<file path="src/rtl/sequence_player.sv">
// Memory-mapped color-sequence player: stores to address 10 queue colors, address 11
// starts playback or clears; each color is shown for ON_CYCLES then dark for GAP_CYCLES.
module sequence_player #(
    parameter int unsigned DEPTH      = 16,
    parameter int unsigned ON_CYCLES  = 25000000,
    parameter int unsigned GAP_CYCLES = 12500000
) (
    input  logic        clock,
    input  logic        reset,
    input  logic        wEn,
    input  logic [11:0] addr,
    input  logic [31:0] dataIn,
    output logic [31:0] dataOut,
    output logic [1:0]  color,
    output logic        active,
    output logic        busy,
    output logic        done
);

    localparam int unsigned PW   = (DEPTH > 1) ? $clog2(DEPTH) : 1;
    localparam int unsigned CW   = PW + 1;
    localparam int unsigned TMAX = (ON_CYCLES > GAP_CYCLES) ? ON_CYCLES : GAP_CYCLES;
    localparam int unsigned TW   = (TMAX > 1) ? $clog2(TMAX) : 1;
    localparam logic [11:0] ADDR_DATA = 12'd10;
    localparam logic [11:0] ADDR_CTRL = 12'd11;

    typedef enum logic [1:0] {S_IDLE, S_ON, S_GAP} state_e;

    state_e          state_q, state_d;
    logic [TW-1:0]   timer_q, timer_d;
    logic [PW-1:0]   rd_ptr_q, rd_ptr_d, wr_ptr_q, wr_ptr_d;
    logic [CW-1:0]   cnt_q, cnt_d;
    logic            ovf_q, ovf_d;
    logic [1:0]      color_q, color_d;
    logic            active_q, active_d, busy_q, busy_d, done_q, done_d;
    logic [1:0]      mem_q [DEPTH];

    logic wr_data, wr_ctrl, do_clear, do_start, empty, full;
    logic pop, push_ok, finish;
    logic unused_data;

    // Store decode; clear wins over start when both bits are set
    assign wr_data  = wEn && (addr == ADDR_DATA);
    assign wr_ctrl  = wEn && (addr == ADDR_CTRL);
    assign do_clear = wr_ctrl && dataIn[1];
    assign do_start = wr_ctrl && !dataIn[1] && dataIn[0];
    assign empty    = (cnt_q == '0);
    assign full     = (cnt_q == CW'(DEPTH));
    assign unused_data = ^dataIn[31:2];

    // State and datapath registers
    always_ff @(posedge clock or negedge reset) begin
        if (!reset) begin
            state_q  <= S_IDLE;
            timer_q  <= '0;
            rd_ptr_q <= '0;
            wr_ptr_q <= '0;
            cnt_q    <= '0;
            ovf_q    <= 1'b0;
            color_q  <= 2'b00;
            active_q <= 1'b0;
            busy_q   <= 1'b0;
            done_q   <= 1'b0;
        end else begin
            state_q  <= state_d;
            timer_q  <= timer_d;
            rd_ptr_q <= rd_ptr_d;
            wr_ptr_q <= wr_ptr_d;
            cnt_q    <= cnt_d;
            ovf_q    <= ovf_d;
            color_q  <= color_d;
            active_q <= active_d;
            busy_q   <= busy_d;
            done_q   <= done_d;
        end
    end

    // Queue storage needs no reset: occupancy alone defines validity
    always_ff @(posedge clock) begin
        if (push_ok) begin
            mem_q[wr_ptr_q] <= dataIn[1:0];
        end
    end

    // Next state, phase timer and queue bookkeeping
    always_comb begin
        state_d  = state_q;
        timer_d  = timer_q;
        pop      = 1'b0;
        finish   = 1'b0;
        rd_ptr_d = rd_ptr_q;
        wr_ptr_d = wr_ptr_q;
        cnt_d    = cnt_q;
        ovf_d    = ovf_q;
        push_ok  = 1'b0;

        if (do_clear) begin
            state_d = S_IDLE;
            timer_d = '0;
        end else begin
            unique case (state_q)
                S_IDLE: begin
                    if (do_start && !empty) begin
                        state_d = S_ON;
                        timer_d = '0;
                        pop     = 1'b1;
                    end
                end
                S_ON: begin
                    if (timer_q == TW'(ON_CYCLES - 1)) begin
                        state_d = S_GAP;
                        timer_d = '0;
                    end else begin
                        timer_d = timer_q + TW'(1);
                    end
                end
                S_GAP: begin
                    if (timer_q == TW'(GAP_CYCLES - 1)) begin
                        timer_d = '0;
                        if (!empty) begin
                            state_d = S_ON;
                            pop     = 1'b1;
                        end else begin
                            state_d = S_IDLE;
                            finish  = 1'b1;
                        end
                    end else begin
                        timer_d = timer_q + TW'(1);
                    end
                end
                default: state_d = S_IDLE;
            endcase
        end

        if (do_clear) begin
            rd_ptr_d = '0;
            wr_ptr_d = '0;
            cnt_d    = '0;
            ovf_d    = 1'b0;
        end else begin
            // A pop in the same cycle frees the slot for a push to a full queue
            push_ok = wr_data && (!full || pop);
            if (wr_data && !push_ok) begin
                ovf_d = 1'b1;
            end
            if (pop) begin
                rd_ptr_d = rd_ptr_q + PW'(1);
            end
            if (push_ok) begin
                wr_ptr_d = wr_ptr_q + PW'(1);
            end
            cnt_d = cnt_q + CW'(push_ok) - CW'(pop);
        end
    end

    // Registered output values
    always_comb begin
        color_d  = color_q;
        active_d = (state_d == S_ON);
        busy_d   = (state_d != S_IDLE);
        done_d   = finish;
        if (pop) begin
            color_d = mem_q[rd_ptr_q];
        end
    end

    assign color  = color_q;
    assign active = active_q;
    assign busy   = busy_q;
    assign done   = done_q;

    // Status read is a combinational decode of registered fields
    assign dataOut = (addr == ADDR_DATA) ? {22'b0, ovf_q, busy_q, 8'(cnt_q)} : 32'b0;

endmodule

</file>
<file path="config.mk">
export PLATFORM = sky130hd
export DESIGN_NAME = sequence_player
export DESIGN_NICKNAME = d
export VERILOG_FILES = /design/src/rtl/sequence_player.sv
export SDC_FILE = /design/constraint.sdc
export NUM_CORES = 1
export LEC_CHECK = 0
export ABC_AREA = 1
export CAP_MARGIN = 20
export CORE_ASPECT_RATIO = 1.75
export CORE_MARGIN = 4
export CORE_UTILIZATION = 38
export CTS_BUF_LIST = sky130_fd_sc_hd__clkbuf_4 sky130_fd_sc_hd__clkbuf_8 sky130_fd_sc_hd__clkbuf_16
export CTS_CLUSTER_DIAMETER = 150
export DETAILED_ROUTE_END_ITERATION = 7
export SLEW_MARGIN = 15
export SYNTH_ARGS = -nofsm -noshare
export SYNTH_HDL_FRONTEND = slang
export SYNTH_SLANG_ARGS = --single-unit
</file>
<file path="constraint.sdc">
create_clock -name clock -period 5.6 [get_ports clock]
set_input_delay 0.84 -clock clock [delete_from_list [all_inputs] [get_ports clock]]
set_output_delay 0.84 -clock clock [all_outputs]
set_load 0.01 [all_outputs]
</file>
==> impl_metrics.toml <==
[run_status]
outcome = "complete, no violations"

[routing]
drt_pre_antenna_iters = 5
dr_total_vias = 4559
wl_per_cell_um = 15.0
route.detailed.vias_per_inst = 5.05
drc = 0
initialDrtViolationCount = 228
final_antenna_net_count = 0
drt-total-wl_um = 13600

[critical_path]
critical_path_rt_ns = 5.82
critical_path_arrival_ns = 3.94
r2r_setup_slack_ns = 2.15
timing.rr.start = "state_q[0]"
timing.critical_path.fanout_max = 18
critPathKind = "in -> reg"
worstReg2RegEnd = "cnt_q[4]"
worstSetupEndpointType = "flop"
start_kind = "input pin"
worst-r2r-cell-count = 18

[timing]
period_share = 0.663
rsz0062_at_grt = "no"
worst-slew-pin-transition_ns = 0.916
timing.fmax_mhz = 269
worst_slew_margin_rel = 0.387
timing.final.setup_violations = 0
fin_worst_skew_ns = 0.00480
final_number_of_max_transition_violations = 0
period_minus_ws_final_ns = 3.71
hold_viol = 0
fin_setup_tns_ns = 0

[synthesis]
synth.top_cells.by_count = "187 x sky130_fd_sc_hd__nand2_1, 104 x sky130_fd_sc_hd__nor2_1, 82 x sky130_fd_sc_hd__inv_1"
yosys-top-cells-area = "sky130_fd_sc_hd__dfrtp_1 22%, sky130_fd_sc_hd__edfxtp_1 19%, sky130_fd_sc_hd__nand2_1 14%"
post_synth_edffs = 32
synth.largest_area_cell = "sky130_fd_sc_hd__dfrtp_1"
syn-instance-count = 702
synth_ff_type = "sky130_fd_sc_hd__dfrtp_1"
synth_async_reset_ratio = 0.590
synth-seq-area-share = 0.411
yosys.cell_count.top_type = "sky130_fd_sc_hd__nand2_1"
syn-cell-area_um2 = 5140
ys_warn_count = 0
synth.avg_cell_area_um2 = 7.32
synthesized_flop_and_latch_total = 78
yosysUniqueCellTypes = 35
synth_top_cell_area_share = 0.224

[final_layout]
finalNetCount = 788
layout.cell_area.non_filler_um2 = 5770
share_of_post_route_cells_with_drive_strength_above_1 = 0.0576
flow.area_growth_from_synthesis_pct = 12.4
diodes = 0

[grt]
antenna_found_initial = 0
grt_overflow_total = 0
grt_pass1_wl_um = 22200
via_count_of_the_first_global_routing_pass = 4601
grt_start_max_net_pins = 47
globalRouteTotalUtil = 0.185

[placed_design]
port-buffer-count = 28
detailedPlacementHpwl_um = 10500
placement.cell_area_um2 = 5470
globalplace.congestion = 0.958

[min_path]
worst_hold_path.endpoint = "color[0]"
worst_hold_startpoint = "color[0]"
worstHoldPathCells = 2
worstHoldPathType = "reg -> reg"

[power]
share_comb_of_total_power = 0.091
sequentialPowerShare = 0.463
power.clock.fraction = 0.446
power.density_nw_per_um2 = 231
net-switching-power_uw = 323
internal_power_uw = 1010
switching_share = 0.243
static-leakage-power_uw = 0.00264
ir_worst_vdd_mv = 0.136

[clocking]
cts_tree = "yes"
cts_resized = 0
cts_hold_buf = 0
cts.sinks = 78
clkSlewWorstSetupHoldPaths_ns = 0.06
clk_root_buffer_cell = "sky130_fd_sc_hd__clkbuf_16"
clk-insertion-delay-late_ns = 0.34
h-tree-depth = 3
post_cts.repair.setup_buffers = 0
clock_path_buffers = 2
tritoncts.num_buffers = 9

[floorplanning]
ios = 84
chipWidth_um = 95.9
die_height_um = 162
area_enclosed_by_the_die_boundary_um2 = 15500
core-area_um2 = 13300
initial_core_util = 0.386
num_rows = 56

[flow_run]
drv.max_cap_violation_count = 0
-- state kept, by name (all words and copies together) (netlist names) --
signal	cells
done	1
color	2
active	1
wr_ptr_q	4
ovf_q	1
timer_q	25
rd_ptr_q	4
state_q	2
busy	1
cnt_q	5
mem_q	32
-- logic make-up (layout without fill, tap and decap cells) --
family | Yosys count | count (layout) | synth area share
and+or+nand+nor | 420 | 420 | 0.364
buffers and inverters | 131 | 134 | 0.118
DFF | 78 | 78 | 0.411
AOI/OAI and AO/OA | 46 | 46 | 0.0480
adders and majority gates | 17 | 17 | 0.0429
xor gates and xnor gates | 9 | 9 | 0.0153
other | 1 | 25 | 0.000730
-- through the flow --
step                hold WS (ns)  setup WS, ns  utilization  instances  power (uW)
floorplan                  0.493          2.34            -        726         718
global placement           0.490          1.62        0.411        887         744
detailed placement         0.518          1.54        0.411        887         748
CTS                        0.532          1.89        0.434        903        1350
global route               0.543          1.58        0.434        903        1390
finish                     0.513          1.89        0.434        903        1330
-- cell type report --
class,instances,area [um^2]
clock inverters,6,70.1
flip-flops and latches,78,2110
repair buffers,33,313
multi-input cells,517,2510
well taps,174,218
inverters,85,319
clock buffers,10,233
fillers,1385,7540
-- placed cells by master (no fill, tap or decap), types with 3 or more instances in the layout --
cell,count
sky130_fd_sc_hd__o21ai_0,23
sky130_fd_sc_hd__nand2_1,187
sky130_fd_sc_hd__conb_1,25
sky130_fd_sc_hd__nand3_1,57
sky130_fd_sc_hd__nor3_1,16
sky130_fd_sc_hd__nand2_4,4
sky130_fd_sc_hd__nor3_2,4
sky130_fd_sc_hd__nand4_1,34
sky130_fd_sc_hd__o211ai_1,3
sky130_fd_sc_hd__nor2_1,104
sky130_fd_sc_hd__edfxtp_1,32
sky130_fd_sc_hd__a31oi_1,3
sky130_fd_sc_hd__nor2_2,3
sky130_fd_sc_hd__clkbuf_16,9
sky130_fd_sc_hd__clkinv_4,3
sky130_fd_sc_hd__xor2_1,8
sky130_fd_sc_hd__clkdlybuf4s50_1,27
sky130_fd_sc_hd__ha_1,16
sky130_fd_sc_hd__dfrtp_1,46
sky130_fd_sc_hd__inv_1,82
sky130_fd_sc_hd__a21oi_1,15
sky130_fd_sc_hd__buf_4,5
-- routing by layer --
metal	wire length (um)	global-route usage
met1	4780	0.187
met3	504	0.0264
met5	0	0
met4	696	0.0991
met2	7600	0.351
-- power groups by stage --
stage          sequential (uW)  clock, uW  combinational, uW
2_1_floorplan              626          0               92.2
3_3_place_gp               627          0                117
3_5_place_dp               628          0                120
4_1_cts                    617        610                121
5_1_grt                    617        634                139
6_report                   617        594                121
-- worst max-delay path: stages --
cell and delay, ns:
sky130_fd_sc_hd__clkdlybuf4s50_1 0.40, sky130_fd_sc_hd__nor2_1 0.10, sky130_fd_sc_hd__nand2_1 0.12, sky130_fd_sc_hd__nor2_1 0.27
sky130_fd_sc_hd__nand2_1 0.29, sky130_fd_sc_hd__nor2_4 0.26, sky130_fd_sc_hd__nand2_4 0.18, sky130_fd_sc_hd__ha_1 0.32
sky130_fd_sc_hd__inv_1 0.04, sky130_fd_sc_hd__ha_1 0.21, sky130_fd_sc_hd__fa_1 0.38, sky130_fd_sc_hd__nand2_1 0.10
sky130_fd_sc_hd__a21oi_1 0.07, sky130_fd_sc_hd__nor2_1 0.12, sky130_fd_sc_hd__xor2_1 0.17, sky130_fd_sc_hd__nor2_1 0.06
-- worst max-delay path by stage --
stage	from	to	slack, ns	depth (start not counted)
2_1_floorplan	addr[11]	cnt_q[4]	2.34	18
3_3_place_gp	addr[11]	cnt_q[4]	1.62	16
3_5_place_dp	addr[9]	cnt_q[4]	1.54	16
4_1_cts	addr[9]	cnt_q[4]	1.89	16
5_1_grt	dataIn[1]	cnt_q[4]	1.58	18
6_report	addr[9]	cnt_q[4]	1.89	16
(Power assumes the default switching activity.)
